--- src/rtl/modiff_pkg.sv ---
// Shared types and default constants for the modiff pitch pipeline.
// Latency: none, declarations only.
// Backpressure: not applicable.
package modiff_pkg;

   localparam int MODIFF_MAX_TAU    = 40;
   localparam int MODIFF_MIN_TAU    = 2;
   localparam int MODIFF_DIFF_WIDTH = 24;
   localparam int MODIFF_TAU_WIDTH  = 6;

   typedef logic [MODIFF_TAU_WIDTH-1:0] tau_t;

   typedef enum logic [2:0] {
      IDLE,
      ISSUE,
      WAIT,
      EVAL,
      REPORT
   } state_t;

endpackage

--- src/rtl/modiff_min_tracker.sv ---
// Best-lag tracker: keeps the smallest difference seen in a sweep and its lag.
// Latency: one cycle from update to best_tau/best_diff.
// Backpressure: none; clear wins over update, ties keep the earlier (smaller) lag.
module modiff_min_tracker
   import modiff_pkg::*;
#(
   parameter int DIFF_WIDTH = MODIFF_DIFF_WIDTH,
   parameter int TAU_WIDTH  = MODIFF_TAU_WIDTH,
   parameter int MIN_TAU    = MODIFF_MIN_TAU
)(
   input  logic                  clk,
   input  logic                  reset,
   input  logic                  clear,
   input  logic                  update,
   input  logic [TAU_WIDTH-1:0]  cand_tau,
   input  logic [DIFF_WIDTH-1:0] cand_diff,
   output logic [TAU_WIDTH-1:0]  best_tau,
   output logic [DIFF_WIDTH-1:0] best_diff
);

   // Clear to "worse than anything" so the first lag always wins; strict compare keeps ties on the smaller lag.
   always_ff @(posedge clk) begin
      if (!reset || clear) begin
         best_diff <= '1;
         best_tau  <= TAU_WIDTH'(MIN_TAU);
      end else if (update && (cand_diff < best_diff)) begin
         best_diff <= cand_diff;
         best_tau  <= cand_tau;
      end
   end

endmodule

--- src/rtl/modiff_scheduler.sv ---
// Lag-sweep scheduler: issues one difference computation per lag, reports best lag and voiced flag.
// Latency: frame_valid to pitch_valid = 1 + (MAX_TAU-MIN_TAU+1)*(L+2) + 1 cycles for datapath latency L.
// Backpressure: frames arriving while not IDLE are dropped and flag sticky overrun; waits indefinitely on diff_ready.
// Build option: MODIFF_SCHED_EARLY_EXIT_EN stops the sweep at the first lag whose difference is below threshold.
module modiff_scheduler
   import modiff_pkg::*;
#(
   parameter int DIFF_WIDTH = MODIFF_DIFF_WIDTH,
   parameter int MAX_TAU    = MODIFF_MAX_TAU,
   parameter int MIN_TAU    = MODIFF_MIN_TAU,
   parameter int TAU_WIDTH  = MODIFF_TAU_WIDTH
)(
   input  logic                  clk,
   input  logic                  reset,
   input  logic                  frame_valid,
   output logic                  frame_ready,
   output logic                  diff_start,
   output logic [TAU_WIDTH-1:0]  diff_tau,
   input  logic                  diff_ready,
   input  logic [DIFF_WIDTH-1:0] diff_value,
   input  logic [DIFF_WIDTH-1:0] threshold,
   output logic                  pitch_valid,
   output logic [TAU_WIDTH-1:0]  pitch_tau,
   output logic [DIFF_WIDTH-1:0] pitch_diff,
   output logic                  voiced,
   output logic                  busy,
   output logic                  overrun
);

   state_t                state, state_nxt;
   logic [TAU_WIDTH-1:0]  tau;
   logic [DIFF_WIDTH-1:0] thr_q;
   logic [DIFF_WIDTH-1:0] diff_q;
   logic [TAU_WIDTH-1:0]  best_tau;
   logic [DIFF_WIDTH-1:0] best_diff;
   logic                  accept;
   logic                  last_tau;
   logic                  sweep_done;

   assign accept   = (state == IDLE) && frame_valid;
   assign last_tau = (tau == TAU_WIDTH'(MAX_TAU));

`ifdef MODIFF_SCHED_EARLY_EXIT_EN
   // First dip below threshold ends the sweep; the tracker has already taken this lag since it beats every earlier one.
   assign sweep_done = last_tau || (diff_q < thr_q);
`else
   assign sweep_done = last_tau;
`endif

   assign diff_tau    = tau;
   assign frame_ready = (state == IDLE);
   assign busy        = (state != IDLE);

   // State register.
   always_ff @(posedge clk) begin
      if (!reset) begin
         state <= IDLE;
      end else begin
         state <= state_nxt;
      end
   end

   // Next-state logic and the single-cycle datapath start strobe.
   always_comb begin
      state_nxt  = state;
      diff_start = 1'b0;
      case (state)
         IDLE:    if (frame_valid) state_nxt = ISSUE;
         ISSUE: begin
            diff_start = 1'b1;
            state_nxt  = WAIT;
         end
         WAIT:    if (diff_ready) state_nxt = EVAL;
         EVAL:    state_nxt = sweep_done ? REPORT : ISSUE;
         REPORT:  state_nxt = IDLE;
         default: state_nxt = IDLE;
      endcase
   end

   // Lag counter, threshold latch and captured datapath result.
   always_ff @(posedge clk) begin
      if (!reset) begin
         tau    <= TAU_WIDTH'(MIN_TAU);
         thr_q  <= '0;
         diff_q <= '0;
      end else begin
         if (accept) begin
            tau   <= TAU_WIDTH'(MIN_TAU);
            thr_q <= threshold;
         end else if ((state == EVAL) && !sweep_done) begin
            tau <= tau + TAU_WIDTH'(1);
         end
         if ((state == WAIT) && diff_ready) begin
            diff_q <= diff_value;
         end
      end
   end

   modiff_min_tracker #(
      .DIFF_WIDTH (DIFF_WIDTH),
      .TAU_WIDTH  (TAU_WIDTH),
      .MIN_TAU    (MIN_TAU)
   ) u_min_tracker (
      .clk       (clk),
      .reset     (reset),
      .clear     (accept),
      .update    (state == EVAL),
      .cand_tau  (tau),
      .cand_diff (diff_q),
      .best_tau  (best_tau),
      .best_diff (best_diff)
   );

   // Result registers: pulse pitch_valid after REPORT and hold the fields; overrun latches any dropped frame.
   always_ff @(posedge clk) begin
      if (!reset) begin
         pitch_valid <= 1'b0;
         pitch_tau   <= '0;
         pitch_diff  <= '0;
         voiced      <= 1'b0;
         overrun     <= 1'b0;
      end else begin
         pitch_valid <= (state == REPORT);
         if (state == REPORT) begin
            pitch_tau  <= best_tau;
            pitch_diff <= best_diff;
            voiced     <= (best_diff < thr_q);
         end
         if (frame_valid && (state != IDLE)) begin
            overrun <= 1'b1;
         end
      end
   end

endmodule

--- config.mk ---
export PLATFORM = sky130hd
export DESIGN_NAME = modiff_scheduler
export DESIGN_NICKNAME = d
export VERILOG_FILES = /design/src/rtl/modiff_pkg.sv /design/src/rtl/modiff_min_tracker.sv /design/src/rtl/modiff_scheduler.sv
export SDC_FILE = /design/constraint.sdc
export NUM_CORES = 1
export LEC_CHECK = 0
export BUFFER_PORTS_ARGS = -buffer_cell sky130_fd_sc_hd__buf_2
export CORE_MARGIN = 10
export CORE_UTILIZATION = 30
export DETAILED_ROUTE_END_ITERATION = 10
export SYNTH_ARGS = -nofsm -noshare
export SYNTH_HDL_FRONTEND = slang
export SYNTH_HIERARCHICAL = 1
export SYNTH_SLANG_ARGS = --single-unit
--- constraint.sdc ---
create_clock -name clk -period 2.3 [get_ports clk]
set_clock_uncertainty 0.1 [all_clocks]
set_input_delay 0.46 -clock clk [delete_from_list [all_inputs] [get_ports clk]]
set_output_delay 0.46 -clock clk [all_outputs]
set_load 0.03 [all_outputs]
# [Yosys cells after proc, flatten, opt, wreduce, memory -nomap -nowiden]
# Index checks and enable logic that the tools add are counted.
[op_classes] add_sub_neg=1 multipliers=0 div_mod_pow=0 order_cmp=2 eq_ne=7 shift=0 mux=5 n_bitwise=1 reduce_logical=12
[ops] op="$lt 24x24->1" n=2
[ops] op="$pmux 3 s4" n=1
[ops] op="$mux 3" n=3
[ops] op="$add 6x1->6 const B" n=1
[ops] op="$eq 3x2->1 const B" n=2
[ops] op="$eq 6x6->1 const B" n=1
[ops] op="$logic_and 1x1->1" n=5
[ops] op="$ne 2x2->1 const B" n=2
[ops] op="$eq 3x1->1 const B" n=1
[ops] op="$eq 3x3->1 const B" n=1
[ops] op="$logic_not 3->1" n=1
[ops] op="$reduce_bool 3->1" n=1
[ops] op="$logic_not 1->1" n=2
[ops] op="$reduce_and 2->1" n=1
[ops] op="$reduce_or 2->1" n=1
[ops] op="$logic_or 1x1->1" n=1
[ops] op="$mux 1" n=1
[ops] op="$not 1->1" n=1
[totals] reg_bits=120 latch_bits=0 mem_bits_rw=0 mem_bits_ro=0 input_bits=52 out_inout_bits=42 elab_cells=39 mem_count=0

# [Depth between registers and ports, before layout]
[depth] depth_word=3 ltp_mapped=9 ltp_nobuf=8

# [Hierarchy]
# Netlist, hierarchy kept.
[by_module_without_submodules] module="modiff_scheduler" instances=1 cells_per_inst=485 area_each_um2=4036.4
[by_module_without_submodules] module="modiff_min_tracker" instances=1 cells_per_inst=219 area_each_um2=1809.2

# [Worst setup path before layout]
# Ideal clock, no wire load.
[synth_path] kind="flip-flop to flip-flop" start="reg u_min_tracker.best_diff[7]" end="reg u_min_tracker.best_diff[0]" setup_ps=137 arrival_ps=1761 t_required_ps=2063 slack_ps=302 stages_incl_launch_ff=10 cell_sequence="dfxtp_1 > inv_1 > ha_1 > a21oi_1 > a21oi_1 > a2111oi_2 > o31ai_2 > clkbuf_1 > o21ai_1 > nand3_1"
[synth_between] elab_chain_cells=2
[synth_rtl] item="start, declared" line="modiff_min_tracker.sv:18" source="output logic [DIFF_WIDTH-1:0] best_diff"
[synth_rtl] item="start signal, assigned" line="modiff_min_tracker.sv:27" source="best_diff <= cand_diff;"
[synth_rtl] item="$lt 24x24->1" line="modiff_min_tracker.sv:26" source="end else if (update && (cand_diff < best_diff)) begin"
[synth_rtl] item="$logic_and 1x1->1" line="modiff_min_tracker.sv:26"
# Every way passes these cells.
# A chain may end at the register's enable or synchronous reset.

# [Final worst setup path]
[layout_path] start="reg u_min_tracker.best_diff[19]" end="reg u_min_tracker.best_diff[6]"
# The elaborated chain is that of the path after synthesis.

==> results.toml <==
[floorplan]
die_w_um = 160
die_h_um = 160
dieArea_mm2 = 0.0255
start_util = 0.308
core_mm2 = 0.0190
rows = 50
io_pins = 94

[worst_setup_path]
crit_chain = "inv_1 -> ha_4 -> a21oi_1 -> o21ai_0 -> a221oi_2 -> o31a_2 -> buf_4 -> nand3_1 -> nand3_1"
timing.rr.start = "u_min_tracker/best_diff[19]"
worst_path_max_delay_cell = "a221oi_2"
path_common_cell = "nand3_1"
crit-reg2reg-capture = "u_min_tracker/best_diff[6]"
slowest_delay_ns = 0.40
ff2ff_setup_slack_ns = 0.14
cp-startpoint = "u_min_tracker/best_diff[19]"
crit_required_ns = 2.55
critPathMaxFanout = 10
worstSetupPathType = "reg -> reg"
crit_path_end = "u_min_tracker/best_diff[6]"
start_kind = "register"
reg2reg_depth = 9
worstPathArrival_ns = 2.40
worstSetupEndpointType = "register"

[synthesis]
async_reset_ff_frac = 0
netlist_instances = 704
ys_warn_count = 6
ys.flop_type = "dfxtp_1"
ys_ff_latch = 120
yosysUniqueCellTypes = 52
synth.avg_cell_area_um2 = 8.30
syn-cell-area_mm2 = 0.00585
synth_edf_count = 0
yosysSeqAreaShare = 0.411
syn_nets = 804

[cells_and_area]
post-route-util = 0.386
final_layout_size_suffix_gt1_frac = 0.228
fill_cells = 1991
n_antenna_cell = 0
layout.area.seq_mm2 = 0.00241
nets = 912
syn_to_final_growth_pct = 25.3
multi_input_area_mm2 = 0.00306

[cts]
clk_latency_ns = 0.42
cts_max_level = 4
clkTransAtPathRegs_ns = 0.05
root_buffer = "clkbuf_16"
cts_tree = "built"
postCtsSetupRepairBufs = 0
clock_sinks = 120
hold_buffers = 0
cts_buffers = 17
cts_resized = 0
clockBufferDepth = 2

[drt]
drtAntennaViolNets = 0
num_vias = 5016
drc = 0
drt-initial-drc-count = 174
wl_per_cell_um = 14.8
drt_pass1_iterations = 4
vias_per_cell = 4.63
routed_wl_mm = 16.0

[power]
pwr-share-seq = 0.421
p_int_mw = 3.92
power_switching_mw = 1.34
p_leak_nw = 3.19
total_power_mw = 5.26
combPwrFrac = 0.112
p_clk_frac = 0.467
switching_share = 0.255
vdd_drop_max_mv = 0.469
p_per_area_mw_per_mm2 = 718

[sta]
fin_crit_sh = 0.938
grt_setup_unrepaired = "yes"
timing.hold.ws_ns = 0.189
period_needed_ns = 2.16
timing.slew.headroom = 0.579
worst_slew_pin_slew_ns = 0.629
setup_viol = 0
finalHoldViolCount = 0
final_max_slew_viol_count = 0
clock.fmax_ghz = 0.464

[min_path]
whs_path_depth = 3
hold_path_class = "in -> reg"

[global_route]
grt_first_pass_wirelength_mm = 26.2
antenna_found_initial = 0
overflow = 0
grt_max_degree = 86
track_usage = 0.127
grt_pass1_vias = 5077

[status]
status = "complete, no violations"

[placed_design]
routabilityCongestion = 0.810
port_buffers = 93
hpwl_mm = 11.5

[flow_run]
maxCapViolCount = 0
[cells in the mapped netlist (all sizes together), types with 2 or more instances]
| cell | instances | area [µm²] |
|---|---|---|
| a2111oi | 3 | 51.3 |
| a211o | 2 | 17.5 |
| a21boi | 83 | 657 |
| a21o | 3 | 22.5 |
| a21oi | 16 | 80.1 |
| a221oi | 2 | 23.8 |
| and3 | 4 | 30.0 |
| and4 | 3 | 26.3 |
| buf | 22 | 150 |
| clkbuf | 19 | 71.3 |
| dfxtp | 120 | 2400 |
| ha | 48 | 601 |
| inv | 54 | 205 |
| nand2 | 173 | 657 |
| nand2b | 5 | 38.8 |
| nand3 | 60 | 300 |
| nand4 | 6 | 37.5 |
| nor2 | 15 | 56.3 |
| nor2b | 4 | 25.0 |
| nor3 | 2 | 15.0 |
| o21a | 3 | 22.5 |
| o21ai | 38 | 194 |
| o31ai | 2 | 20.0 |
| or3 | 2 | 17.5 |
| xnor2 | 2 | 17.5 |
| xor2 | 4 | 35.0 |
[power by group through the flow]
| stage | Clock, mW | Sequential [mW] | Combinational (mW) |
|---|---|---|---|
| 4_1_cts | 2.50 | 2.21 | 0.592 |
| 3_5_place_dp | 0 | 2.26 | 0.584 |
| 6_report | 2.46 | 2.21 | 0.587 |
| 3_3_place_gp | 0 | 2.25 | 0.579 |
| 5_1_grt | 2.59 | 2.22 | 0.670 |
| 2_1_floorplan | 0 | 2.25 | 0.394 |
[cell families (layout without fill, tap and decap cells)]
| kind of cell | count (synthesis) | in the layout | share of synthesized area |
|---|---|---|---|
| adder cells (fa/ha/maj) | 48 | 48 | 0.103 |
| XOR/XNOR | 6 | 6 | 0.00899 |
| AO/OA/AOI/OAI | 158 | 158 | 0.195 |
| AND/OR/NAND/NOR | 277 | 277 | 0.210 |
| flip-flops | 120 | 120 | 0.411 |
| buffers and inverters | 95 | 214 | 0.0730 |
[cell type report]
type | instances | share of cell area
Clock buffer | 21 | 0.0629
Multi-Input combinational cell | 489 | 0.418
Sequential cell | 120 | 0.329
Timing Repair Buffer | 130 | 0.108
Inverter | 54 | 0.0280
Clock inverter | 9 | 0.0106
Tap cell | 260 | 0.0444
[how the worst min path moves through the flow]
stage / start / end / slack [ns]
after floorplan: thr_q[10] / thr_q[10] / 0.34
after global placement: thr_q[11] / thr_q[11] / 0.34
after CTS: threshold[13] / thr_q[13] / 0.17
final: threshold[13] / thr_q[13] / 0.19
after detailed placement: thr_q[7] / thr_q[7] / 0.35
after global routing: threshold[17] / thr_q[17] / 0.18
[flip-flops by register name, indices dropped and copies added (netlist names)]
signal,count
u_min_tracker/best_tau,6
overrun,1
state,3
diff_tau,6
pitch_tau,6
u_min_tracker/best_diff,24
pitch_diff,24
diff_q,24
thr_q,24
pitch_valid,1
voiced,1
[placed cells by master, fill, tap and decap left out, drive strengths merged, types with 15 or more instances in the layout]
master  count
a21boi     83
nand3      60
nor2       15
inv        54
a21oi      16
dfxtp     120
o21ai      38
buf       130
ha         48
clkbuf     21
nand2     173
[through the flow]
step	instances	worst slack (ns)	TNS, ns	area, µm²
2_1_floorplan	704	0.302	0	5850
3_3_place_gp	1053	0.131	0	6740
3_5_place_dp	1053	0.0297	0	6740
4_1_cts	1083	0.0182	0	7270
5_1_grt	1083	-0.00755	-0.00938	7320
6_report	1083	0.143	0	7320
[critical path, delay by kind of cell, from the launching register on]
kind,cells,cell delay (ns)
compound gates,4,0.92
flops,1,0.35
buf+inv,2,0.27
fa+ha+maj,1,0.25
simple gates,2,0.20
[metal layers]
layer | GRT usage | vias to the layer above | wire length [µm]
li1 | - | 2586 | -
met1 | 0.161 | 2328 | 7860
met2 | 0.205 | 92 | 7350
met3 | 0.0395 | 10 | 682
met4 | 0.0329 | 0 | 131
met5 | 0 | - | 0
Note: power is estimated with default switching activity, not from simulation.
